==> config.mk <==
export PLATFORM = sky130hd
export DESIGN_NAME = control_unit_flat
export DESIGN_NICKNAME = d
export VERILOG_FILES = /design/src/rtl/control_unit_if.sv /design/src/rtl/control_unit.sv /design/src/flat_wrapper.sv
export SDC_FILE = /design/constraint.sdc
export NUM_CORES = 1
export LEC_CHECK = 0
export ABC_AREA = 1
export CORE_AREA = 3 3 40 42
export DETAILED_ROUTE_END_ITERATION = 8
export DIE_AREA = 0 0 43 45
export PLACE_DENSITY = 0.63
export SLEW_MARGIN = 20
export SYNTH_ARGS = -nofsm -noshare
export SYNTH_HDL_FRONTEND = slang
export SYNTH_SLANG_ARGS = --single-unit
==> constraint.sdc <==
create_clock -name clk -period 0.9 [get_ports clk]
set_clock_uncertainty 0.1 [all_clocks]
set_input_delay 0.135 -clock clk [delete_from_list [all_inputs] [get_ports clk]]
set_output_delay 0.135 -clock clk [all_outputs]
set_load 0.1 [all_outputs]
==> src/rtl/control_unit_if.sv <==
// Decode-stage control bundle: opcode/flush in, registered ID/EX control fields out.
// The master side drives the opcode and flush; the slave side is the control unit.
interface control_unit_if #(
    parameter int OPCODE_W = 7
);
    logic [OPCODE_W-1:0] instruction6_0;
    logic                flush;
    logic                Branch;
    logic                MemRead;
    logic                MemToReg;
    logic [1:0]          ALUOp;
    logic                MemWrite;
    logic                ALUSrc;
    logic                RegWrite;
    logic                illegal;

    modport master (
        output instruction6_0,
        output flush,
        input  Branch,
        input  MemRead,
        input  MemToReg,
        input  ALUOp,
        input  MemWrite,
        input  ALUSrc,
        input  RegWrite,
        input  illegal
    );

    modport slave (
        input  instruction6_0,
        input  flush,
        output Branch,
        output MemRead,
        output MemToReg,
        output ALUOp,
        output MemWrite,
        output ALUSrc,
        output RegWrite,
        output illegal
    );
endinterface

==> src/rtl/control_unit.sv <==
// RV32I main decode for the ID stage; all control fields are registered so the
// outputs never depend combinationally on the opcode or flush.
module control_unit #(
    parameter int OPCODE_W = 7
) (
    input  logic           clk,
    input  logic           rst_n,
    control_unit_if.slave  bus
);

    localparam logic [OPCODE_W-1:0] OP_R_TYPE = 7'b0110011;
    localparam logic [OPCODE_W-1:0] OP_I_ALU  = 7'b0010011;
    localparam logic [OPCODE_W-1:0] OP_LOAD   = 7'b0000011;
    localparam logic [OPCODE_W-1:0] OP_STORE  = 7'b0100011;
    localparam logic [OPCODE_W-1:0] OP_BRANCH = 7'b1100011;

    localparam logic [1:0] ALU_ADD   = 2'b00;
    localparam logic [1:0] ALU_SUB   = 2'b01;
    localparam logic [1:0] ALU_RFUNC = 2'b10;
    localparam logic [1:0] ALU_IFUNC = 2'b11;

    typedef struct packed {
        logic       branch;
        logic       mem_read;
        logic       mem_to_reg;
        logic [1:0] alu_op;
        logic       mem_write;
        logic       alu_src;
        logic       reg_write;
        logic       illegal;
    } ctrl_t;

    ctrl_t ctrl_next;
    ctrl_t ctrl_reg;

    // A bubble is all zeros, including illegal, so a flushed slot never raises a trap.
    // Opcodes carrying X/Z match no case item and land in the illegal default.
    always_comb begin
        ctrl_next = '0;
        if (!bus.flush) begin
            case (bus.instruction6_0)
                OP_R_TYPE: begin
                    ctrl_next.alu_op    = ALU_RFUNC;
                    ctrl_next.reg_write = 1'b1;
                end
                OP_I_ALU: begin
                    ctrl_next.alu_op    = ALU_IFUNC;
                    ctrl_next.alu_src   = 1'b1;
                    ctrl_next.reg_write = 1'b1;
                end
                OP_LOAD: begin
                    ctrl_next.mem_read   = 1'b1;
                    ctrl_next.mem_to_reg = 1'b1;
                    ctrl_next.alu_op     = ALU_ADD;
                    ctrl_next.alu_src    = 1'b1;
                    ctrl_next.reg_write  = 1'b1;
                end
                OP_STORE: begin
                    ctrl_next.alu_op    = ALU_ADD;
                    ctrl_next.mem_write = 1'b1;
                    ctrl_next.alu_src   = 1'b1;
                end
                OP_BRANCH: begin
                    ctrl_next.branch = 1'b1;
                    ctrl_next.alu_op = ALU_SUB;
                end
                default: begin
                    ctrl_next.illegal = 1'b1;
                end
            endcase
        end
    end

    always_ff @(posedge clk or negedge rst_n) begin
        if (!rst_n) begin
            ctrl_reg <= '0;
        end else begin
            ctrl_reg <= ctrl_next;
        end
    end

    assign bus.Branch   = ctrl_reg.branch;
    assign bus.MemRead  = ctrl_reg.mem_read;
    assign bus.MemToReg = ctrl_reg.mem_to_reg;
    assign bus.ALUOp    = ctrl_reg.alu_op;
    assign bus.MemWrite = ctrl_reg.mem_write;
    assign bus.ALUSrc   = ctrl_reg.alu_src;
    assign bus.RegWrite = ctrl_reg.reg_write;
    assign bus.illegal  = ctrl_reg.illegal;

endmodule

==> src/flat_wrapper.sv <==
// flat-port wrapper written by rule: the top's interface ports become plain ports
module control_unit_flat 
#(
    parameter int OPCODE_W = 7
)
  (clk, rst_n, bus_instruction6_0, bus_flush, bus_Branch, bus_MemRead, bus_MemToReg, bus_ALUOp, bus_MemWrite, bus_ALUSrc, bus_RegWrite, bus_illegal);
  control_unit_if #(.OPCODE_W(OPCODE_W)) bus_i ();
  input  logic clk;
  input  logic rst_n;
  input wire logic [$bits(bus_i.instruction6_0)-1:0] bus_instruction6_0;
  input wire logic [$bits(bus_i.flush)-1:0] bus_flush;
  output wire logic [$bits(bus_i.Branch)-1:0] bus_Branch;
  output wire logic [$bits(bus_i.MemRead)-1:0] bus_MemRead;
  output wire logic [$bits(bus_i.MemToReg)-1:0] bus_MemToReg;
  output wire logic [$bits(bus_i.ALUOp)-1:0] bus_ALUOp;
  output wire logic [$bits(bus_i.MemWrite)-1:0] bus_MemWrite;
  output wire logic [$bits(bus_i.ALUSrc)-1:0] bus_ALUSrc;
  output wire logic [$bits(bus_i.RegWrite)-1:0] bus_RegWrite;
  output wire logic [$bits(bus_i.illegal)-1:0] bus_illegal;
  assign bus_i.instruction6_0 = bus_instruction6_0;
  assign bus_i.flush = bus_flush;
  assign bus_Branch = bus_i.Branch;
  assign bus_MemRead = bus_i.MemRead;
  assign bus_MemToReg = bus_i.MemToReg;
  assign bus_ALUOp = bus_i.ALUOp;
  assign bus_MemWrite = bus_i.MemWrite;
  assign bus_ALUSrc = bus_i.ALUSrc;
  assign bus_RegWrite = bus_i.RegWrite;
  assign bus_illegal = bus_i.illegal;
  control_unit #(.OPCODE_W(OPCODE_W)) u_core (.clk(clk), .rst_n(rst_n), .bus(bus_i));
endmodule
==> results of run 1 <==
==> report_power, final <==
| group | switching, mW | internal (mW) |
|---|---|---|
| logic | 0.0788 | 0.0593 |
| registers | 0.00354 | 0.366 |
| clock network | 0.106 | 0.151 |
| total | 0.188 | 0.576 |
==> state kept, by name (all words and copies together), names as in the netlist <==
register             cells
u_core.bus.ALUOp         2
u_core.bus.ALUSrc        1
u_core.bus.Branch        1
u_core.bus.MemRead       1
u_core.bus.MemWrite      1
u_core.bus.RegWrite      1
u_core.bus.illegal       1
==> synthesized netlist by cell type (all sizes together) <==
| cell type | number | area share [%] |
|---|---|---|
| inv | 10 | 11 |
| nand2 | 10 | 11 |
| dfrtp | 8 | 57 |
| nor2 | 8 | 10 |
| nand4 | 3 | 5.4 |
| a21oi | 1 | 1.4 |
| buf | 1 | 2.2 |
| nor3 | 1 | 1.4 |
==> per-layer routing <==
layer | vias to the layer above | global-route usage (%) | wire length (µm)
li1 | 165 | - | -
met1 | 143 | 6.75 | 249
met2 | 24 | 10.8 | 316
met3 | 4 | 2.39 | 63
met4 | 0 | 12.7 | 41
met5 | - | 0 | 0
==> through the flow <==
step,worst slack [ns],cells,cell area [µm²]
floorplan,-0.205,42,365
global placement,-0.295,74,643
detailed placement,-0.285,74,643
CTS,-0.267,77,663
global route,-0.277,78,691
finish,-0.257,78,691
==> cell families after synthesis <==
logic type	after synthesis	synth area share, %
and+or+nand+nor	22	28.3
DFF	8	57.3
AOI/OAI and AO/OA	1	1.43
buffers and inverters	11	12.9
==> path summary, 6_finish.rpt <==
kind,startpoint,end,depth (start not counted)
max,u_core.bus.MemRead,bus_MemToReg,1
min,rst_n,u_core.bus.MemRead,1
max in group asynchronous,rst_n,u_core.bus.MemRead,1
min in group clk,bus_instruction6_0[5],u_core.bus.ALUSrc,4
==> repair_timing <==
item / 4_1_cts / 5_1_grt
resized for setup: 2 / 9
hold buffers: 0 / 0
pin swaps: 0 / 4
buffers inserted: 0 / 1
setup endpoints to repair: 12 / 16
==> cell type report <==
type / instances / area [µm²] / share of cell area, %
well taps: 15 / 18.8 / 2.72
clock buffers: 3 / 22.5 / 3.26
repair buffers: 19 / 290 / 42.0
flip-flops and latches: 8 / 213 / 30.8
multi-input cells: 23 / 109 / 15.8
inverters: 10 / 37.5 / 5.43
==> key figures, run 1 <==
Timing
  – Worst-Margin Slew: 0.319 ns
  – Fin crit period: 1.16 ns
  – Slew Limit Fails: 0
  – Hold Slack: 0.0465 ns
  – Worst relative slew slack: 78.7%
  – PnR worst setup slack: -0.257 ns
  – Final setup TNS: -1.59 ns
  – Period utilization: 129%
  – Setup-failing EPs final: 9
  – Fmax achieved: 0.864 GHz
  – Unrepaired setup endpoints after global routing: yes
  – Final Hold Fails: 0

Setup path
  – Startpoint types: flop
  – CP max-delay cell: dfrtp_4
  – Worst Path Required: 0.66 ns
  – Critical path class: reg2out
  – Slowest stage delay, CP: 0.50 ns
  – CP arrival: 0.92 ns
  – Top delay family on crit path: flip-flops
  – Critical Path Sink Type: output port
  – CP Cell Sequence: buf_12
  – Crit path max fanout: 2
  – Worst path buffer plus inverter count: 1

Clock network
  – CTS tree: yes
  – Depth of the CTS H-tree: 1
  – Root Buffer: clkbuf_4
  – Maximum clock path buffer count: 2
  – Clk sinks: 8
  – Clock transition at path regs: 0.05 ns
  – TritonCTS buffer count: 3

Floorplan
  – Row cnt: 13
  – Total die area: 0.00194 mm²
  – I/O Pins: 19
  – Placeable Area: 0.00128 mm²
  – Die height: 45 µm
  – Die W: 43 µm
  – Initial core utilization: 27.2%

Final layout
  – Most frequent cells in the layout: buf_12 (9), inv_1 (8), nand2_1 (8)
  – Fillers: 118
  – Antenna fix cells: 0
  – Ratio of cells with drive above 1 in the final layout: 44.4%
  – Commonest non-fill, non-tap cell in the layout: buf_12
  – Area Growth Syn to Fin: 97.8%
  – Nets: 75
  – Post-layout util: 53.7%

GRT
  – Total gr overflow: 0
  – Vias in the first global route: 270
  – Initial antenna violation count: 0
  – Global-route wire length before repair: 945 µm
  – Largest net degree at the start of global routing: 9
  – Gr usage total: 7.59%

Placed design
  – DP HPWL: 498 µm
  – GPL Wtd Cong: 0.835
  – Port Buffers: 18

Power
  – Total power: 0.764 mW
  – Peak supply drop: 0.443 mV
  – Pwr dens: 1110 mW/mm²
  – Leak Pwr: 0.402 nW

Routing
  – Drc violations: 0
  – WL final: 670 µm
  – Post-route ant nets: 0
  – Vias: 336
  – DR WL/cell: 8.59 µm
  – Vias per cell: 4.31
  – Initial DRC Count: 2
  – 1st-pass router iterations: 4

Yosys
  – Warnings from Yosys: 0
  – Yosys reg bits: 8
  – Post-synth cell types: 11
  – Sequential element share of the synthesized area: 57.3%
  – Post-synthesis cell count: 42
  – Syn_nets: 52
  – Post-Syn Area per Cell: 8.31 µm²
  – Post-Syn Area: 349 µm²

Run
  – Max-Cap Viols: 0

Run status
  – Failing checks: negative setup slack
  – Status: complete, but fails checks

Min path
  – Hold crit path type: in2async
(Power assumes the default switching activity.)
==> run 2: changes to the inputs <==
--- a/config.mk
+++ b/config.mk
@@ -6,9 +6,9 @@
 export NUM_CORES = 1
 export LEC_CHECK = 0
 export ABC_AREA = 1
-export CORE_AREA = 3 3 40 42
+export CORE_AREA = 4 4 41 43
 export DETAILED_ROUTE_END_ITERATION = 8
-export DIE_AREA = 0 0 43 45
+export DIE_AREA = 0 0 45 47
 export PLACE_DENSITY = 0.63
 export SLEW_MARGIN = 20
 export SYNTH_ARGS = -nofsm -noshare
==> run 2 against run 1 <==
Net effect:
- sequential share of layout area is 0.33 points lower
- sequential cell count stayed put
- combinational power hardly changed
- wire length is 1.5% higher
- via count is 2.1% lower
- global-route usage is 1.1 points higher
- hold slack better by 0.0087 ns
- cell area is 1.1% higher
- the flow still finishes with violations (negative setup slack)
- critical path type unchanged
- sequential power hardly changed
- utilization is 0.095 points lower
- die area is 9.3% higher
==> key figures, run 2 (synthesis gave the netlist of run 1 again) <==
Setup path
  – Crit path max fanout: 2 (unchanged)
  – Critical Path Sink Type: output port (unchanged)
  – CP Cell Sequence: buf_12 (unchanged)
  – Worst path buffer plus inverter count: 1 (unchanged)
  – Worst Path Required: 0.66 ns (about the same)
  – Crit. path cell count: 1 (unchanged)
  – Critical path class: reg2out (unchanged)
  – CP arrival: 0.93 ns (was 0.92 ns)
  – Startpoint types: flop (unchanged)
  – CP max-delay cell: dfrtp_4 (unchanged)
  – Top delay family on crit path: flip-flops (unchanged)
  – Slowest stage delay, CP: 0.50 ns (about the same)

Final layout
  – Commonest non-fill, non-tap cell in the layout: buf_12 (unchanged)
  – Most frequent cells in the layout: buf_12 (9), inv_1 (8), nand2_1 (8) (unchanged)
  – Fillers: 123 (was 118)
  – Fin cells: 79 (was 78)
  – Ratio of cells with drive above 1 in the final layout: 45.3% (was 44.4%)
  – Nets: 76 (was 75)
  – Max reg flops: 2 (unchanged)
  – Area Growth Syn to Fin: 100% (was 97.8%)
  – Antenna fix cells: 0 (unchanged)

Run status
  – Status: complete, but fails checks (unchanged)
  – Failing checks: negative setup slack (unchanged)

Power
  – Internal power: 0.579 mW (was 0.576 mW)
  – Leak Pwr: 0.406 nW (was 0.402 nW)
  – Combinational Power Share: 18.1% (about the same)
  – Total power: 0.777 mW (was 0.764 mW)
  – Peak supply drop: 0.628 mV (was 0.443 mV)
  – Pwr dens: 1110 mW/mm² (about the same)
  – Part of the power in the clock network: 34.4% (was 33.6%)
  – Sequential power share: 47.5% (was 48.3%)
  – Switching share of power: 25.4% (was 24.6%)
  – Switching pwr: 0.198 mW (was 0.188 mW)

Clock network
  – Depth of the CTS H-tree: 1 (unchanged)
  – Clock transition at path regs: 0.05 ns (about the same)
  – TritonCTS buffer count: 3 (unchanged)
  – Root Buffer: clkbuf_4 (unchanged)
  – Clk sinks: 8 (unchanged)
  – Maximum clock path buffer count: 2 (unchanged)
  – Post-cts hold buffer count: 0 (unchanged)
  – CTS tree: yes (unchanged)

GRT
  – Initial antenna violation count: 0 (unchanged)
  – GR Util met3: 3.83% (was 2.39%)
  – Largest net degree at the start of global routing: 9 (unchanged)
  – Global-route wire length before repair: 1.12 mm (was 945 µm)
  – Vias in the first global route: 300 (was 270)
  – Total gr overflow: 0 (unchanged)
  – Met1 usage: 6.82% (was 6.75%)
  – GRT Max-Usage Layer: met4 (unchanged)
  – M2 GR Usage: 13.0% (was 10.8%)
  – Gr usage total: 8.71% (was 7.59%)

Placed design
  – Placed cells: 75 (was 74)
  – Port Buffers: 18 (unchanged)
  – DP HPWL: 554 µm (was 498 µm)
  – GPL Wtd Cong: 0.754 (was 0.835)

Timing
  – Fin crit period: 1.16 ns (about the same)
  – Fmax achieved: 0.860 GHz (was 0.864 GHz)
  – Period utilization: 129% (about the same)
  – Worst relative slew slack: 76.8% (was 78.7%)
  – PnR worst setup slack: -0.263 ns (was -0.257 ns)
  – Setup-failing EPs final: 9 (unchanged)
  – Final setup TNS: -1.65 ns (was -1.59 ns)
  – Final Hold Fails: 0 (unchanged)
  – Slew Limit Fails: 0 (unchanged)
  – Worst-Margin Slew: 0.347 ns (was 0.319 ns)
  – Hold Slack: 0.0552 ns (was 0.0465 ns)
  – Unrepaired setup endpoints after global routing: yes (unchanged)

Routing
  – 1st-pass router iterations: 3 (was 4)
  – DR WL/cell: 8.61 µm (was 8.59 µm)
  – Drc violations: 0 (unchanged)
  – Vias: 329 (was 336)
  – WL final: 680 µm (was 670 µm)
  – Post-route ant nets: 0 (unchanged)
  – Initial DRC Count: 2 (unchanged)
  – Vias per cell: 4.16 (was 4.31)

Run
  – Max-Cap Viols: 0 (unchanged)

Floorplan
  – Die height: 47 µm (was 45 µm)
  – Placeable Area: 0.00130 mm² (was 0.00128 mm²)
  – Initial core utilization: 26.8% (was 27.2%)
  – I/O Pins: 19 (unchanged)
  – Row cnt: 13 (unchanged)
  – Total die area: 0.00212 mm² (was 0.00194 mm²)
  – Die W: 45 µm (was 43 µm)

Min path
  – Hold crit path type: in2async (unchanged)
run 2: per-stage QoR:
stage / cell area (µm²) / utilization [%] / setup slack (ns)
final: 698 / 53.7 / -0.263
after global routing: 698 / 53.7 / -0.301
after CTS: 671 / 51.5 / -0.278
after detailed placement: 651 / 50.0 / -0.294
after global placement: 651 / 50.0 / -0.285
after floorplan: 365 / - / -0.205
run 2: metal layers:
metal / part of all wire (%) / up-vias
met4: 6.8 / 0
met5: 0 / -
met2: 49 / 18
met3: 12 / 4
li1: - / 169
met1: 32 / 138
run 2: path summary, 6_finish.rpt:
kind | startpoint | end
min | rst_n | u_core.bus.MemRead
min in group clk | bus_instruction6_0[3] | u_core.bus.ALUSrc
max in group asynchronous | rst_n | u_core.bus.MemRead
max | u_core.bus.MemRead | bus_MemToReg
run 2: timing repair:
action                                  CTS  global route
setup buffers                             0             1
resized for setup                         2             9
endpoints found under the setup margin   11            17
pin swaps                                 0             6
run 2: area by class of cell:
cell class,instances,area (µm²),share of cell area [%]
repair buffers,20,298,42.7
flip-flops and latches,8,213,30.5
multi-input cells,23,109,15.6
inverters,10,37.5,5.38
clock buffers,3,22.5,3.23
well taps,15,18.8,2.69
run 2: power by group through the flow:
stage	Sequential, mW	Clock (mW)	Combinational (mW)
floorplan	0.405	0	0.0293
CTS	0.369	0.281	0.139
finish	0.369	0.267	0.141
detailed placement	0.375	0	0.142
global placement	0.375	0	0.141
global route	0.369	0.310	0.153
==> edit, RTL diff (flow settings as in run 2) <==
`OPCODE_W` is set to 7 in 3 places; all go to 9.
--- a/src/rtl/control_unit_if.sv
+++ b/src/rtl/control_unit_if.sv
@@ -1,7 +1,7 @@
 // Decode-stage control bundle: opcode/flush in, registered ID/EX control fields out.
 // The master side drives the opcode and flush; the slave side is the control unit.
 interface control_unit_if #(
-    parameter int OPCODE_W = 7
+    parameter int OPCODE_W = 9
 );
     logic [OPCODE_W-1:0] instruction6_0;
     logic                flush;
--- a/src/rtl/control_unit.sv
+++ b/src/rtl/control_unit.sv
@@ -1,7 +1,7 @@
 // RV32I main decode for the ID stage; all control fields are registered so the
 // outputs never depend combinationally on the opcode or flush.
 module control_unit #(
-    parameter int OPCODE_W = 7
+    parameter int OPCODE_W = 9
 ) (
     input  logic           clk,
     input  logic           rst_n,
--- a/src/flat_wrapper.sv
+++ b/src/flat_wrapper.sv
@@ -1,7 +1,7 @@
 // flat-port wrapper written by rule: the top's interface ports become plain ports
 module control_unit_flat 
 #(
-    parameter int OPCODE_W = 7
+    parameter int OPCODE_W = 9
 )
   (clk, rst_n, bus_instruction6_0, bus_flush, bus_Branch, bus_MemRead, bus_MemToReg, bus_ALUOp, bus_MemWrite, bus_ALUSrc, bus_RegWrite, bus_illegal);
   control_unit_if #(.OPCODE_W(OPCODE_W)) bus_i ();
Ports: changed (resized bus_instruction6_0); port bits go from 19 to 21. No check against the original RTL was run, so the function may have changed too.
==> edit against run 2 <==
  * The run still ends with negative setup slack left
  * Setup slack improved by 0.0053 ns
  * Final cell count rose by 10%
  * Power fell by 3.1%
  * Count of clock-buffer cells in the layout did not move
  * Final area rose by 6.5%
  * Area after synthesis rose by 14%
  * Core utilization rose by 3.5 points
  * Global-route usage fell by 0.80 points
  * Sequential share of layout area fell by 1.8 points
  * Sequential cell count did not move
  * First-iteration DRC count rose by 100%
  * Routed wire length rose by 9.4%
  * Critical path type unchanged
  * Largest cell class unchanged
==> edit: results (changes against run 2) <==
| Metric | Value |
|---|---|
| DR iter-0 viols | `4 (+2)` |
| CP peak stage delay | `0.50 ns (about the same)` |
| Worst-path fanout max | `2 (unchanged)` |
| Pre-CTS setup slack | `-0.360 ns (-0.0660 ns)` |
| Port Buf Inserts | `20 (+2)` |
| Synth Area in Adders | `0 (unchanged)` |
| Max_cap viols | `0 (unchanged)` |
| Filler cells | `132 (+7.3%)` |
| Area contributors post-synth | `dfrtp_1 (50%), nand2_1 (10%), inv_1 (9.4%)` |
| Largest net degree at the start of global routing | `9 (unchanged)` |
| Post-synthesis compound-gate area fraction | `0 (-0.0143)` |
| Synth cell count leaders | `nand2_1 (11), inv_1 (10), dfrtp_1 (8)` |
| Vias per cell | `4.24 (+1.8%)` |
| Post-DP Area | `719 um^2 (+11%)` |
| Failing checks | `negative setup slack` |
| Cell variety after synth | `12 (+1)` |
| Synth Net Count | `61 (+17%)` |
| CTS Buf Count | `3 (unchanged)` |
| Synth async-reset ratio | `1.00 (unchanged)` |
| Initial antenna violation count | `0 (unchanged)` |
| # DRC | `0 (unchanged)` |
| GR Util All Layers | `0.0791 (-0.00799)` |
| Arr. time, crit path | `between 0.9 and 1 ns` |
| WL/cell | `8.55 um (-0.65%)` |
| CP delay by family, top | `flip-flops` |
| Outcome | `complete, but fails checks` |
| Vias in the first global route | `346 (+15%)` |
| Setup slack after layout | `-0.258 ns (+0.00531 ns)` |
| GPL Wtd Cong | `0.835 (+11%)` |
| Drt pass-1 iters | `2 (-1)` |
| Min-delay worst type | `input port to async pin` |
| Worst slew pin tran | `0.329 ns (-0.0181 ns)` |
| Crit-path slowest cell | `dfrtp_4` |
| Register area share after synthesis | `0.503 (-0.0703)` |
| First-pass GRT wire length | `1170 um (+4.4%)` |
| Share of cells above drive strength 1 | `0.472 (+0.0191)` |
| Htree depth | `1 (unchanged)` |
| Clk buf depth | `2 (unchanged)` |
| XOR/XNOR share of the synthesized area | `0 (unchanged)` |
| Final setup vio count | `9 (unchanged)` |
| Root buf cell | `clkbuf_4` |
| Layout net count | `86 (+13%)` |
| Worst vdd ir | `0.415 mV (-34%)` |
| Largest register FFs | `2 (unchanged)` |
| Post-synthesis mux area share | `0 (unchanged)` |
| Clock-pin slew on the worst setup and hold paths | `0.05 ns (about the same)` |
| Diode count | `0 (unchanged)` |
| Lkg Pwr | `0.384 nW (-5.3%)` |
| Syn. warnings | `0 (unchanged)` |
edit: cell type report:
class                      instances  area [um^2]  area share
inverter                          10         37.5      0.0505
multi-input combinational         30          163       0.219
timing repair buffer              21          289       0.389
clock buffer                       3         22.5      0.0303
sequential                         8          213       0.286
tap                               15         18.8      0.0253
edit: stage by stage:
step                      std cells  power, W  hold WS (ns)  setup TNS (ns)
after global placement           84  0.000511         0.317           -2.70
after CTS                        87  0.000762        0.0546           -1.67
after global routing             87  0.000786        0.0903           -1.75
after floorplan                  49  0.000426        -0.261          -0.205
final                            87  0.000753        0.0504           -1.58
after detailed placement         84  0.000513         0.319           -2.78
edit: timing repair:
action | in CTS | in global routing
setup buffers | 0 | 0
pin swaps | 8 | 0
setup endpoints to repair | 17 | 12
gates resized for setup | 11 | 4
hold endpoints to repair | 0 | 0
edit: per-layer routing:
| layer | share of wire | vias up | global-route usage |
|---|---|---|---|
| li1 | - | 191 | - |
| met1 | 0.33 | 160 | 0.0635 |
| met2 | 0.56 | 18 | 0.150 |
| met3 | 0.11 | 0 | 0.0268 |
| met4 | 0 | 0 | 0.0702 |
| met5 | 0 | - | 0 |
edit: worst paths after layout:
kind,from,endpoint,slack (ns),cells after the start
worst min-delay path,rst_n,u_core.bus.MemRead,0.05,1
worst max-delay path,u_core.bus.MemRead,bus_MemToReg,-0.26,1
min in group clk,bus_flush,u_core.bus.MemRead,0.16,4
max in group asynchronous,rst_n,u_core.bus.ALUOp[0],0.38,1
edit: kinds of logic (layout without fill, tap and decap cells):
family                 after synthesis  after routing
AND/OR/NAND/NOR                     30             30
buffers and inverters               11             34
flip-flops                           8              8
edit: where the power goes:
group,switching [W],internal (W),total (W)
clock network,0.000106,0.000152,0.000258
registers,0.00000238,0.000364,0.000366
logic,0.0000742,0.0000544,0.000129
total,0.000183,0.000570,0.000753
